<file path="config.mk">
export PLATFORM = sky130hd
export DESIGN_NAME = reg_dump_reader
export DESIGN_NICKNAME = d
export VERILOG_FILES = /design/src/rtl/risc_pkg.sv /design/src/rtl/reg_dump_reader.sv
export SDC_FILE = /design/constraint.sdc
export NUM_CORES = 1
export LEC_CHECK = 0
export CORE_ASPECT_RATIO = 0.75
export CORE_MARGIN = 5
export CORE_UTILIZATION = 30
export DETAILED_ROUTE_END_ITERATION = 7
export GPL_TIMING_DRIVEN = 1
export PLACE_DENSITY = 0.61
export SLEW_MARGIN = 10
export SYNTH_ARGS = -nofsm -noshare
export SYNTH_HDL_FRONTEND = slang
export SYNTH_SLANG_ARGS = --single-unit
</file>
<file path="constraint.sdc">
create_clock -name clk -period 2.6 [get_ports clk]
set_clock_uncertainty 0.15 [all_clocks]
set_input_delay 0.26 -clock clk [delete_from_list [all_inputs] [get_ports clk]]
set_output_delay 0.26 -clock clk [all_outputs]
set_load 0.005 [all_outputs]
</file>
<file path="src/rtl/risc_pkg.sv">
// Shared miniRISC constants and the register-dump FSM state type.
// The CSUM state exists only when REG_DUMP_CHECKSUM_EN is defined.
package risc_pkg;

    localparam int NUM_REGS = 32;
    localparam int ADDR_W   = $clog2(NUM_REGS);
    localparam int DATA_W   = 32;

    localparam logic [ADDR_W-1:0] ADDR_ONE = {{(ADDR_W-1){1'b0}}, 1'b1};

`ifdef REG_DUMP_CHECKSUM_EN
    typedef enum logic [1:0] {
        ST_IDLE  = 2'd0,
        ST_FETCH = 2'd1,
        ST_SEND  = 2'd2,
        ST_CSUM  = 2'd3
    } dump_state_e;
`else
    typedef enum logic [1:0] {
        ST_IDLE  = 2'd0,
        ST_FETCH = 2'd1,
        ST_SEND  = 2'd2
    } dump_state_e;
`endif

    // Address increment wraps modulo NUM_REGS through the natural width.
    function automatic logic [ADDR_W-1:0] next_addr(input logic [ADDR_W-1:0] a);
        return a + ADDR_ONE;
    endfunction

endpackage

</file>
<file path="src/rtl/reg_dump_reader.sv">
// Register-file dump engine: walks a wrap-around address range and streams
// each word over valid/ready. Optional checksum beat: REG_DUMP_CHECKSUM_EN.
module reg_dump_reader
    import risc_pkg::*;
(
    input  logic              clk,
    input  logic              rst,
    input  logic              start,
    input  logic [ADDR_W-1:0] firstAddr,
    input  logic [ADDR_W-1:0] lastAddr,
    output logic [ADDR_W-1:0] rdAddr,
    input  logic [DATA_W-1:0] rdData,
    output logic              outValid,
    input  logic              outReady,
    output logic [DATA_W-1:0] outData,
    output logic [ADDR_W-1:0] outAddr,
    output logic              outLast,
    output logic              busy,
    output logic              done
);

    dump_state_e       state_q, state_d;
    logic [ADDR_W-1:0] cur_q, cur_d;
    logic [ADDR_W-1:0] end_q, end_d;
    logic              valid_q, valid_d;
    logic [DATA_W-1:0] data_q, data_d;
    logic [ADDR_W-1:0] addr_q, addr_d;
    logic              last_q, last_d;
    logic              busy_q, busy_d;
    logic              done_q, done_d;
`ifdef REG_DUMP_CHECKSUM_EN
    logic [DATA_W-1:0] csum_q, csum_d;
`endif

    // Next-state and output-register logic for the dump FSM.
    always_comb begin
        state_d = state_q;
        cur_d   = cur_q;
        end_d   = end_q;
        valid_d = valid_q;
        data_d  = data_q;
        addr_d  = addr_q;
        last_d  = last_q;
        busy_d  = busy_q;
        done_d  = 1'b0;
`ifdef REG_DUMP_CHECKSUM_EN
        csum_d  = csum_q;
`endif
        case (state_q)
            ST_IDLE: begin
                if (start) begin
                    cur_d   = firstAddr;
                    end_d   = lastAddr;
                    busy_d  = 1'b1;
                    state_d = ST_FETCH;
`ifdef REG_DUMP_CHECKSUM_EN
                    csum_d  = {DATA_W{1'b0}};
`endif
                end else begin
                    state_d = ST_IDLE;
                end
            end
            ST_FETCH: begin
                data_d  = rdData;
                addr_d  = cur_q;
                valid_d = 1'b1;
                state_d = ST_SEND;
`ifdef REG_DUMP_CHECKSUM_EN
                last_d  = 1'b0;
                csum_d  = csum_q ^ rdData;
`else
                last_d  = (cur_q == end_q);
`endif
            end
            ST_SEND: begin
                // outLast marks the true final beat in both builds.
                if (valid_q && outReady) begin
                    valid_d = 1'b0;
                    if (last_q) begin
                        busy_d  = 1'b0;
                        done_d  = 1'b1;
                        state_d = ST_IDLE;
`ifdef REG_DUMP_CHECKSUM_EN
                    end else if (cur_q == end_q) begin
                        state_d = ST_CSUM;
`endif
                    end else begin
                        cur_d   = next_addr(cur_q);
                        state_d = ST_FETCH;
                    end
                end else begin
                    state_d = ST_SEND;
                end
            end
`ifdef REG_DUMP_CHECKSUM_EN
            ST_CSUM: begin
                data_d  = csum_q;
                addr_d  = {ADDR_W{1'b0}};
                last_d  = 1'b1;
                valid_d = 1'b1;
                state_d = ST_SEND;
            end
`endif
            default: begin
                state_d = ST_IDLE;
                valid_d = 1'b0;
                busy_d  = 1'b0;
            end
        endcase
    end

    // State and output registers with asynchronous active-low reset.
    always_ff @(posedge clk or negedge rst) begin
        if (!rst) begin
            state_q <= ST_IDLE;
            cur_q   <= {ADDR_W{1'b0}};
            end_q   <= {ADDR_W{1'b0}};
            valid_q <= 1'b0;
            data_q  <= {DATA_W{1'b0}};
            addr_q  <= {ADDR_W{1'b0}};
            last_q  <= 1'b0;
            busy_q  <= 1'b0;
            done_q  <= 1'b0;
`ifdef REG_DUMP_CHECKSUM_EN
            csum_q  <= {DATA_W{1'b0}};
`endif
        end else begin
            state_q <= state_d;
            cur_q   <= cur_d;
            end_q   <= end_d;
            valid_q <= valid_d;
            data_q  <= data_d;
            addr_q  <= addr_d;
            last_q  <= last_d;
            busy_q  <= busy_d;
            done_q  <= done_d;
`ifdef REG_DUMP_CHECKSUM_EN
            csum_q  <= csum_d;
`endif
        end
    end

    assign rdAddr   = (state_q == ST_IDLE) ? {ADDR_W{1'b0}} : cur_q;
    assign outValid = valid_q;
    assign outData  = data_q;
    assign outAddr  = addr_q;
    assign outLast  = last_q;
    assign busy     = busy_q;
    assign done     = done_q;

endmodule

</file>
==> metrics.yaml <==
min_to: "end_q[4]"
cp-end-kind: "output port"
worstReg2RegStart: "state_q[1]"
grt_max_degree: 29
die_y_um: 85.06
dieArea_um2: 9362
globalRouteOverflowTotal: 0
peakVddDrop_uv: 514.5
port_buffers: 91
crit_arrival_ns: 1.86
r2r-end: "cur_q[1]"
worstMarginPinSlew_ns: 0.6249
switching_share: 0.2990
ant_nets: 0
cellPowerDensity_nw_per_um2: 1209
cts_resized: 0
maxCapViolations: 0
ios: 92
drtIter0Drc: 42
seqPwrFrac: 0.380
final_cell_mix: "90 x clkdlybuf4s50_1, 53 x dfrtp_1, 39 x mux2_2, 17 x nand2_1"
core_um2: 7331
synth_cells: 170
dpl.hpwl_um: 4052
drc_errors: 0
detailed_place.area_um2: 3273
netlist_area_um2: 2253
ys_seq_area_frac: 0.5886
dr.pass1.iters: 4
crit_type: "register to output port"
leakagePower_nw: 1.419
vias: 1644
num_rows: 27
ys_warn_count: 0
avgSynthCellArea_um2: 13.26
status: "finished, final reports clean"
h-tree-depth: 2
grt_pass1_wl_um: 8590
hp-start: "lastAddr[4]"
synth_area_leaders: "dfrtp_1 59%, mux2_2 19%, nand2_1 2.8%, nor2b_1 1.9%, xnor2_1 1.9%"
clock_latency_ns: 0.30
layout.nets: 311
min_period_ns: 2.272
fmax_mhz: 440.1
synth_seq_cells: 53
start_util: 0.3074
cts_buffers: 5
hp-class: "primary input to register"
internal_power_mw: 2.895
antenna_found_initial: 0
grt_pass1_vias: 1674
area_growth_pct: 51.64
p_clk_frac: 0.160
fin_setup_tns_ns: 0
cts-root-buf: "clkbuf_8"
fin_crit_sh: 0.8739
place.gp.congestion: 0.8033
r2r_setup_slack_ns: 0.72
wl_per_cell_um: 14.69
post-cts-setup-buffer-count: 0
tritoncts: "yes"
wl_um: 5377
grt_usage: 0.1174
r2r_cells: 3
path_clk_slew_ns: 0.10
diodes: 0
vias_per_cell: 4.492
setup-violations-final: 0
cp_data_required_time_ns: 2.19
fillers: 693
synth.distinct_cells: 29
clk_path_buf_depth: 2
relSlewSlack: 0.5834
hold_viol: 0
power_frac_comb: 0.460
startpoint_type: "register"
synth_largest_area_cell: "dfrtp_1"
drv_slew: 0
cts.sinks: 53
drive_above_1_share: 0.2075
p_switching_mw: 1.235
postLayoutCellArea_um2: 3417
final_common_cell: "clkdlybuf4s50_1"
cts_hold_buffers: 1
holdPathStages: 3
synth_top_area_frac: 0.5886
rsz0062_at_grt: "no"
crit_fanout: 12
die_w_um: 110.1
syn_nets: 217
registers in the layout (all words and copies together), names as in the netlist:
register	cells
end_q	5
done	1
outAddr	5
state_q	2
busy	1
outLast	1
outValid	1
cur_q	5
outData	32
area by class of cell:
class | instances | area, um^2 | area share
sequential | 53 | 1326 | 0.3881
clock buffer | 5 | 68.82 | 0.02014
multi-input combinational | 105 | 864.6 | 0.2530
clock inverter | 3 | 65.06 | 0.01904
timing repair buffer | 95 | 950.9 | 0.2783
tap | 101 | 126.4 | 0.03698
inverter | 4 | 15.01 | 0.004394
worst max-delay path by stage:
stage / start / to
floorplan: state_q[1] / cur_q[1]
global placement: start / cur_q[1]
detailed placement: start / cur_q[1]
CTS: state_q[1] / rdAddr[2]
global route: state_q[1] / rdAddr[2]
finish: state_q[1] / rdAddr[2]
per-stage QoR:
| step | hold slack [ns] | worst slack [ns] | cells | util | total power, mW |
|---|---|---|---|---|---|
| floorplan | -0.1856 | 1.047 | 170 | - | 2.507 |
| global placement | 0.1652 | 0.5733 | 357 | 0.4465 | 3.488 |
| detailed placement | 0.1668 | 0.5545 | 357 | 0.4465 | 3.528 |
| CTS | 0.3177 | 0.2927 | 366 | 0.4661 | 4.214 |
| global route | 0.3314 | 0.2331 | 366 | 0.4661 | 4.431 |
| finish | 0.3270 | 0.3277 | 366 | 0.4661 | 4.130 |
cells by family (layout without fill, tap and decap cells):
logic type	Yosys count	in the layout	share of synthesized area
buffers and inverters	12	107	0.03109
AO/OA/AOI/OAI	15	15	0.05331
AND/OR/NAND/NOR	44	44	0.1005
flip-flops	53	53	0.5886
multiplexers	40	40	0.2016
XOR/XNOR	5	5	0.01943
adder cells (fa/ha/maj)	1	1	0.005552
Yosys cell counts (all sizes together):
library cell,count
o32ai,1
and2,1
mux2,40
nand2b,3
o21a,2
o22ai,1
dfrtp,53
o21ai,2
nand2,17
nor3b,1
a21o,1
a21oi,2
nor2,4
or3b,1
clkbuf,1
ha,1
buf,7
nor4,2
a211o,4
inv,4
nand3,6
a32o,2
nor2b,7
xnor2,5
nand3b,2
per-layer routing:
layer | vias up | track usage | part of all wire
met5 | - | 0 | 0
met4 | 0 | 0.03171 | 0.0086
met3 | 6 | 0.06084 | 0.10
met2 | 54 | 0.1713 | 0.44
met1 | 797 | 0.1525 | 0.45
li1 | 787 | - | -
power groups by stage:
stage                     clock (mW)  combinational [mW]  sequential, mW
final                          0.662                1.90            1.57
after global routing           0.724                2.07            1.64
after CTS                      0.688                1.95            1.58
after detailed placement           0                1.94            1.59
after global placement             0                1.91            1.58
after floorplan                    0               0.996            1.51
critical path: stages (launching register included):
cell and delay (ns):
dfrtp_1 0.64, nor2_1 0.22, nor2b_1 0.17, clkdlybuf4s50_1 0.53
(Power assumes the default switching activity.)
